$ cat src/rtl/mem_arbiter.sv
// ---------------------------------------------------------------------------
// mem_arbiter
//
// Purpose:
//   Shares one memory system between three requesters: single-cycle debug-SPI
//   writes, cpu16 data reads/writes and cpu16 instruction reads. Each cycle at
//   most one access is granted. The granted address is decoded on addr[15:12]
//   and the access is steered to the SRAM, the VRAM write port, the control
//   register (cpu_reset) or dropped as unmapped. Reads complete one cycle after
//   their grant, whatever the region, with a single-cycle rdy pulse.
//
// Ports:
//   clk, reset                  system clock, asynchronous active-high reset
//   dbg_we/dbg_waddr/dbg_wdata  debug write strobe; always wins its cycle
//   ins_rd_*                    instruction read request/address, rdy + data
//   dat_rw_addr, dat_wr_data    cpu data address and write data
//   dat_rd_req/dat_wr_req       cpu data read/write requests, held until rdy
//   dat_rd_rdy/dat_wr_rdy       data read/write completion pulses
//   dat_rd_data                 data read result, held between rdy pulses
//   sram_*                      SRAM read port (1-cycle latency) + write port
//   vram_*                      VRAM write port (11-bit addr, 8-bit data)
//   cpu_reset                   bit 0 of the control register
//
// Parameters:
//   STARVE_LIMIT   losses an eligible instruction read may suffer to data
//                  requests before it is forced to win once (>= 1)
//   UNMAPPED_DATA  value returned for unmapped or write-only reads
// ---------------------------------------------------------------------------
module mem_arbiter #(
    parameter int          STARVE_LIMIT  = 4,
    parameter logic [15:0] UNMAPPED_DATA = 16'hEEEE
) (
    input  logic        clk,
    input  logic        reset,

    input  logic        dbg_we,
    input  logic [15:0] dbg_waddr,
    input  logic [15:0] dbg_wdata,

    input  logic [15:0] ins_rd_addr,
    input  logic        ins_rd_req,
    output logic        ins_rd_rdy,
    output logic [15:0] ins_rd_data,

    input  logic [15:0] dat_rw_addr,
    input  logic [15:0] dat_wr_data,
    input  logic        dat_rd_req,
    input  logic        dat_wr_req,
    output logic        dat_rd_rdy,
    output logic        dat_wr_rdy,
    output logic [15:0] dat_rd_data,

    output logic [15:0] sram_raddr,
    output logic        sram_re,
    input  logic [15:0] sram_rdata,
    output logic [15:0] sram_waddr,
    output logic [15:0] sram_wdata,
    output logic        sram_we,

    output logic [10:0] vram_waddr,
    output logic [7:0]  vram_wdata,
    output logic        vram_we,

    output logic        cpu_reset
);

    // Wide enough to hold the value STARVE_LIMIT itself (saturation point).
    localparam int CW = (STARVE_LIMIT < 1) ? 1 : $clog2(STARVE_LIMIT + 1);
    localparam logic [CW-1:0] LIMIT = CW'(STARVE_LIMIT);

    typedef enum logic [1:0] {
        REG_SRAM,
        REG_VRAM,
        REG_CTRL,
        REG_NONE
    } region_t;

    typedef enum logic [2:0] {
        G_NONE,
        G_DBG,
        G_DWR,
        G_DRD,
        G_INS
    } grant_t;

    function automatic region_t decode(input logic [15:0] addr);
        case (addr[15:12])
            4'h0:    decode = REG_SRAM;
            4'h8:    decode = REG_VRAM;
            4'hF:    decode = REG_CTRL;
            default: decode = REG_NONE;
        endcase
    endfunction

    grant_t          grant;
    region_t         acc_region;
    logic [15:0]     acc_addr;
    logic [15:0]     acc_wdata;
    logic            acc_write;
    logic            acc_read;
    logic            ctrl_we;

    logic            ins_elig;
    logic            dwr_elig;
    logic            drd_elig;
    logic            starved;
    logic [CW-1:0]   starve_cnt;

    // Registered state of the read that completes this cycle.
    logic            rd_from_sram;
    logic [15:0]     rd_fixed;
    logic [15:0]     rd_result;
    logic [15:0]     ins_hold;
    logic [15:0]     dat_hold;

    // A requester keeps its req high during its own rdy cycle; masking it
    // there stops the same request from being granted twice.
    assign ins_elig = ins_rd_req && !ins_rd_rdy;
    assign dwr_elig = dat_wr_req && !dat_wr_rdy;
    assign drd_elig = dat_rd_req && !dat_rd_rdy;
    assign starved  = (starve_cnt == LIMIT);

    // Grant selection. Debug writes cannot be stalled, so they pre-empt every
    // CPU request. Otherwise writes beat reads and data beats instructions,
    // except when the instruction side has lost often enough to be starved.
    // Nothing is granted while reset is high so all strobes stay quiet.
    always_comb begin
        grant = G_NONE;
        if (!reset) begin
            if (dbg_we) begin
                grant = G_DBG;
            end else if (ins_elig && starved) begin
                grant = G_INS;
            end else if (dwr_elig) begin
                grant = G_DWR;
            end else if (drd_elig) begin
                grant = G_DRD;
            end else if (ins_elig) begin
                grant = G_INS;
            end
        end
    end

    // Route the winner's address/data onto a single access bus.
    always_comb begin
        acc_addr  = 16'h0000;
        acc_wdata = 16'h0000;
        acc_write = 1'b0;
        acc_read  = 1'b0;
        case (grant)
            G_DBG: begin
                acc_addr  = dbg_waddr;
                acc_wdata = dbg_wdata;
                acc_write = 1'b1;
            end
            G_DWR: begin
                acc_addr  = dat_rw_addr;
                acc_wdata = dat_wr_data;
                acc_write = 1'b1;
            end
            G_DRD: begin
                acc_addr  = dat_rw_addr;
                acc_read  = 1'b1;
            end
            G_INS: begin
                acc_addr  = ins_rd_addr;
                acc_read  = 1'b1;
            end
            default: begin
                acc_addr  = 16'h0000;
            end
        endcase
    end

    assign acc_region = decode(acc_addr);

    // Memory-side strobes are combinational in the grant cycle. Address and
    // data buses are zeroed when their strobe is low so idle outputs read 0.
    always_comb begin
        sram_we    = acc_write && (acc_region == REG_SRAM);
        vram_we    = acc_write && (acc_region == REG_VRAM);
        ctrl_we    = acc_write && (acc_region == REG_CTRL);
        sram_re    = acc_read  && (acc_region == REG_SRAM);

        sram_waddr = sram_we ? acc_addr  : 16'h0000;
        sram_wdata = sram_we ? acc_wdata : 16'h0000;
        vram_waddr = vram_we ? acc_addr[10:0]  : 11'h000;
        vram_wdata = vram_we ? acc_wdata[7:0]  : 8'h00;
        sram_raddr = sram_re ? acc_addr  : 16'h0000;
    end

    // Read data in the completion cycle: SRAM data arrives that cycle, while
    // ctrl/unmapped values were captured at grant time. Outside a rdy pulse
    // each port shows the last value it delivered.
    assign rd_result   = rd_from_sram ? sram_rdata : rd_fixed;
    assign ins_rd_data = ins_rd_rdy ? rd_result : ins_hold;
    assign dat_rd_data = dat_rd_rdy ? rd_result : dat_hold;

    // Control register, completion pulses, read bookkeeping and the
    // instruction starvation counter.
    always_ff @(posedge clk or posedge reset) begin
        if (reset) begin
            cpu_reset    <= 1'b0;
            ins_rd_rdy   <= 1'b0;
            dat_rd_rdy   <= 1'b0;
            dat_wr_rdy   <= 1'b0;
            rd_from_sram <= 1'b0;
            rd_fixed     <= 16'h0000;
            ins_hold     <= 16'h0000;
            dat_hold     <= 16'h0000;
            starve_cnt   <= '0;
        end else begin
            if (ctrl_we) begin
                cpu_reset <= acc_wdata[0];
            end

            ins_rd_rdy <= (grant == G_INS);
            dat_rd_rdy <= (grant == G_DRD);
            dat_wr_rdy <= (grant == G_DWR);

            if (acc_read) begin
                rd_from_sram <= (acc_region == REG_SRAM);
                rd_fixed     <= (acc_region == REG_CTRL) ? {15'b0, cpu_reset}
                                                         : UNMAPPED_DATA;
            end

            if (ins_rd_rdy) begin
                ins_hold <= rd_result;
            end
            if (dat_rd_rdy) begin
                dat_hold <= rd_result;
            end

            if (!ins_rd_req || (grant == G_INS)) begin
                starve_cnt <= '0;
            end else if (ins_elig && !starved) begin
                starve_cnt <= starve_cnt + CW'(1);
            end
        end
    end

endmodule

$ cat config.mk
export PLATFORM = sky130hd
export DESIGN_NAME = mem_arbiter
export DESIGN_NICKNAME = d
export VERILOG_FILES = /design/src/rtl/mem_arbiter.sv
export SDC_FILE = /design/constraint.sdc
export NUM_CORES = 1
export LEC_CHECK = 0
export ABC_AREA = 1
export BUFFER_PORTS_ARGS = -buffer_cell sky130_fd_sc_hd__buf_2
export CAP_MARGIN = 20
export CORE_UTILIZATION = 44
export DETAILED_ROUTE_END_ITERATION = 6
export PLACE_DENSITY = 0.95
export SLEW_MARGIN = 20
export SYNTH_ARGS = -nofsm -noshare
export SYNTH_HDL_FRONTEND = slang
export SYNTH_SLANG_ARGS = --single-unit
$ cat constraint.sdc
create_clock -name clk -period 6.7 [get_ports clk]
set_input_delay 1.34 -clock clk [delete_from_list [all_inputs] [get_ports clk]]
set_output_delay 1.34 -clock clk [all_outputs]
set_load 0.01 [all_outputs]
-- Yosys cells after proc, flatten, opt, wreduce, memory -nomap -nowiden
Index checks and enable logic that the tools add are counted.
- bitwise logic cells: 0
- shift-type cells: 0
- add/subtract/negate cells: 1
- reductions and logical operators: 21
- multipliers: 0
- magnitude comparators: 0
- eq/ne operators: 9
- mux-type cells: 22
- div/mod/pow operators: 0
- operators with widths (cell ; number):
    2-to-1 mux 16 bit ; 7
    case mux 16 bit (3 select lines) ; 1
    case mux 16 bit (2 select lines) ; 1
    2-to-1 mux 3 bit ; 8
    2-to-1 mux 11 bit ; 1
    logical AND 1 bit ; 9
    equality test 4 bit (second input constant) ; 2
    2-to-1 mux 8 bit ; 1
    equality test 3 x 2 -> 1 bit (second input constant) ; 2
    equality test 3 bit (second input constant) ; 2
    case mux 2 bit (3 select lines) ; 1
    OR reduction 2 bit ; 3
    zero test 1 bit ; 5
    zero test 4 bit ; 1
    adder 3 x 1 -> 3 bit (second input constant) ; 1
    equality test 3 x 1 -> 1 bit (second input constant) ; 1
    equality test 2 x 1 -> 1 bit (second input constant) ; 1
    equality test 2 bit (second input constant) ; 1
    zero test 2 bit ; 1
    2-to-1 mux 1 bit ; 2
    nonzero test 2 bit ; 1
    logical OR 1 bit ; 1
- bits in read-only memories: 0
- register bits: 56
- bits in latches: 0
- output and inout bits: 106
- memories: 0
- bits in writable memories: 0

-- Longest topological paths before layout
- depth in word-level cells: 16
- depth in mapped cells: 13
- mapped depth without buffers: 11

-- Worst setup path before layout
No wires, ideal clock.
- kind: in2out
- from: input port reset
- to: output port vram_wdata[6]
- cell stages on the path: 7
- required time: 5.360 ns
- path slack: 2.333 ns
- data arrival time: 3.027 ns
- cell sequence: inv_2 nand2_1 inv_2 buf_2 clkbuf_1 a22oi_1 nor2_1
- cells in the longest elaborated chain, start to end: 9
- elaborated cells on any way between the ends: 17
- classes of those cells: eq/ne: 7; mux: 6; reduce/logical: 4
- RTL lines (what ; line ; source):
    start: declaration ; 34 ; input logic reset,
    2-to-1 mux 3 bit (*) ; 129 ; if (!reset) begin
    equality test 3 x 2 -> 1 bit ; 150 ; case (grant)
    OR reduction 2 bit (no line) ; - ;
    case mux 16 bit (3 select lines) ; 150 ;
    equality test 4 bit or zero test 4 bit (tied branches) ; 87 ; case (addr[15:12])
    case mux 2 bit (3 select lines) ; 87 ;
    equality test 2 x 1 -> 1 bit ; 181 ; vram_we = acc_write && (acc_region == REG_VRAM);
    logical AND 1 bit ; 181 ;
    2-to-1 mux 8 bit (*) ; 188 ; vram_wdata = vram_we ? acc_wdata[7:0] : 8'h00;
    end: declaration ; 61 ; output logic [7:0] vram_wdata,
Every way passes the cells marked *; elsewhere a longest branch is shown, timed or not.

-- Worst setup path in the final report
- from: input port reset
- to: output port sram_waddr[4]
- cells in the longest elaborated chain, start to end: 9
- elaborated cells on any way between the ends: 16
- classes of those cells: eq/ne: 6; mux: 5; reduce/logical: 5
- RTL lines (what ; line ; source):
    2-to-1 mux 3 bit (*) ; 129 ;
    equality test 3 x 2 -> 1 bit ; 150 ;
    OR reduction 2 bit (no line) ; - ;
    case mux 16 bit (3 select lines) ; 150 ;
    equality test 4 bit or zero test 4 bit (tied branches) ; 87 ;
    case mux 2 bit (3 select lines) ; 87 ;
    zero test 2 bit ; 180 ; sram_we = acc_write && (acc_region == REG_SRAM);
    logical AND 1 bit ; 180 ;
    2-to-1 mux 16 bit (*) ; 185 ; sram_waddr = sram_we ? acc_addr : 16'h0000;
    end: declaration ; 56 ; output logic [15:0] sram_waddr,
Marks and branches as above.

==> run_results.csv <==
group,metric,value,unit
outcome,outcome,"finished, final reports clean",
floorplan,io_pins,208,
floorplan,die-area,6670,um2
finish,antenna_cells,0,
job,max_cap_viol_count,0,
cts,cts_inserted_buffers,5,
global_route,grt_overflow,0,
placed_design,io_buffers,199,
power_and_ir_drop,power.leakage,2.12,nW
worst_setup_path,cp.required,5360,ps
cts,tritoncts,"yes",
cts,clk-insertion-delay-late,290,ps
detailed_routing,drc,0,
worst_hold_path,whs_endpoint,"ins_hold[8]",
cts,hold_buffers,0,
finish,nets,655,
sta,tns,0,ps
worst_hold_path,hp-class,"reg -> reg",
yosys,ys_seq_elements,42,
global_route,first_global_vias,2822,
global_route,grt_pass1_wl,13000,um
sta,finClkSkew,4.06,ps
worst_setup_path,path_max_fanout,33,
yosys,synth_warnings,0,
finish,regArea,1050,um2
worst_setup_path,critPathKind,"in -> out",
sta,final-max-slew-violation-count,0,
detailed_routing,drt-pass1-iter-count,4,
power_and_ir_drop,power.density,231,nW/um2
worst_setup_path,arrival,3530,ps
yosys,ys_types,32,
cts,cts.clk_slew.worst_paths,70,ps
placed_design,placed_cell_area,3720,um2
yosys,synthCells,367,
yosys,yosys-top-cells-area,"dfrtp_1, nand2_1, nor2_1",
finish,drive_gt1_share,44.4,%
sta,max_freq,205,MHz
finish,syn_to_final_growth,37.1,%
power_and_ir_drop,ir_drop,0.000190,V
global_route,grt_usage,25.8,%
worst_setup_path,endpoint_kind,"output port",
cts,postCtsResizedCells,0,
worst_hold_path,whs_path_depth,2,
sta,min_period_over_period,72.7,%
cts,htree_num_levels,2,
detailed_routing,ant_nets,0,
finish,multi_input_area,1490,um2
detailed_routing,vias,3222,
worst_setup_path,crit-reg2reg-launch,"ins_rd_rdy",
placed_design,hpwl,7270,um
yosys,ys_seq_area_share,37.6,%
placed_design,gp_congestion,1.03,
worst_setup_path,start_kind,"input port",
floorplan,rows,28,
yosys,synth_edf_count,0,
sta,tightest_slew,880,ps
floorplan,initial_core_util,46.4,%
sta,setup_viol,0,
detailed_routing,drtIter0Drc,112,
cts,cts.sinks,42,
detailed_routing,wirelength,9040,um
sta,final_hold_viol_count,0,
cts,clk_path_buf_depth,2,
worst_setup_path,worstSetupStartpoint,"reset",
floorplan,die-height,81.7,um
placed_design,pre_cts_slack,1860,ps
finish,n_fill_cell,533,
worst_setup_path,r2r_cells,8,
yosys,synth.most_common_cell,"nand2_1",
worst_hold_path,worstHoldStart,"ins_hold[8]",
worst_setup_path,r2r_end,"rd_from_sram",
yosys,syn_avg_cell_area,7.61,um2
floorplan,core,6030,um2
cts,clock-root-buffer,"clkbuf_8",
sta,rsz0062_at_grt,"false",
sta,final.min_clock_period,4870,ps
yosys,synth-async-reset-ratio,100,%
finish,finalInstanceArea,3830,um2
yosys,synth_ff_type,"dfrtp_1",
yosys,synth_top_area_share,37.6,%
yosys,synth_area_leader_cell,"dfrtp_1",
yosys,syn_area,2790,um2
detailed_routing,wl_per_cell,14.4,um
sta,postLayoutSetupSlackWorst,1830,ps
yosys,synth_common_cells,"nand2_1, nor2_1, dfrtp_1, a31oi_1, a22oi_1",
floorplan,die_w,81.7,um
worst_setup_path,rrSetupSlack,4410,ps
detailed_routing,vias_per_cell,5.14,
global_route,grt_max_degree,43,
sta,slew_headroom,41.4,%
cts,cts_setup_buffers,0,
global_route,antenna_found_initial,0,
-- area by class of cell --
cell class / count / area share [%]
repair buffers: 200 / 26.2
well taps: 75 / 2.45
clock inverters: 1 / 0.784
multi-input cells: 282 / 38.9
inverters: 20 / 2.29
flip-flops and latches: 42 / 27.4
clock buffers: 7 / 1.99
-- critical path, stage by stage --
cell     delay [ps]
buf_2           140
inv_2            40
nand2_1         110
inv_2           230
nand2_1         170
nand3_2         130
nor2_4          150
nand3_2         680
nor2_1          330
buf_2           190
-- logic make-up (layout without fill, tap and decap cells) --
| kind of cell | after synthesis | in the layout | share of synthesized area (%) |
|---|---|---|---|
| simple gates | 208 | 208 | 37.3 |
| compound gates | 63 | 63 | 13.7 |
| buf+inv | 50 | 228 | 10.0 |
| flops | 42 | 42 | 37.6 |
| fa+ha+maj | 2 | 2 | 0.896 |
| other cells | 1 | 8 | 0.134 |
| mux | 1 | 1 | 0.358 |
-- registers in the layout, summed over array words and instances (netlist names) --
signal,flops
dat_hold,16
rd_from_sram,1
cpu_reset,1
starve_cnt,3
dat_rd_rdy,1
ins_hold,16
rd_fixed,2
ins_rd_rdy,1
dat_wr_rdy,1
-- power by group --
part           switching (mW)  total (mW)  internal [mW]  leakage (nW)
sequential             0.0334       0.359          0.325         0.492
combinational           0.207       0.334          0.127          1.58
clock                  0.0817       0.193          0.111        0.0524
-- cell usage in the layout (no fill, tap or decap), types with 10 or more instances in the layout --
cell / count
inv_1: 13
nor2_1: 79
a31oi_1: 24
nor2_4: 13
nand2_1: 87
dfrtp_1: 42
o21ai_0: 10
a22oi_1: 15
buf_2: 199
a21oi_1: 14
-- layer usage --
layer	vias to the layer above	share of wire [%]	GRT usage [%]
met3	24	7.7	4.67
met1	1476	41	32.3
li1	1553	-	-
met2	169	48	41.6
met4	0	3.8	14.4
met5	-	0	0
-- worst max-delay path by stage --
stage,slack (ps),cells after the start,end
6_report,1830,10,sram_waddr[4]
5_1_grt,1690,10,sram_wdata[15]
4_1_cts,1860,10,sram_waddr[4]
3_5_place_dp,1860,10,sram_waddr[4]
3_3_place_gp,1950,10,sram_waddr[4]
2_1_floorplan,2330,7,vram_wdata[6]
-- per-stage QoR --
| stage | hold WS (ps) | instances | utilization (%) | total power [mW] |
|---|---|---|---|---|
| floorplan | 448 | 374 | - | 0.563 |
| global placement | 469 | 619 | 61.8 | 0.681 |
| detailed placement | 477 | 619 | 61.8 | 0.698 |
| CTS | 496 | 627 | 63.6 | 0.892 |
| global route | 515 | 627 | 63.6 | 0.949 |
| finish | 494 | 627 | 63.6 | 0.885 |
(Power assumes the default switching activity.)
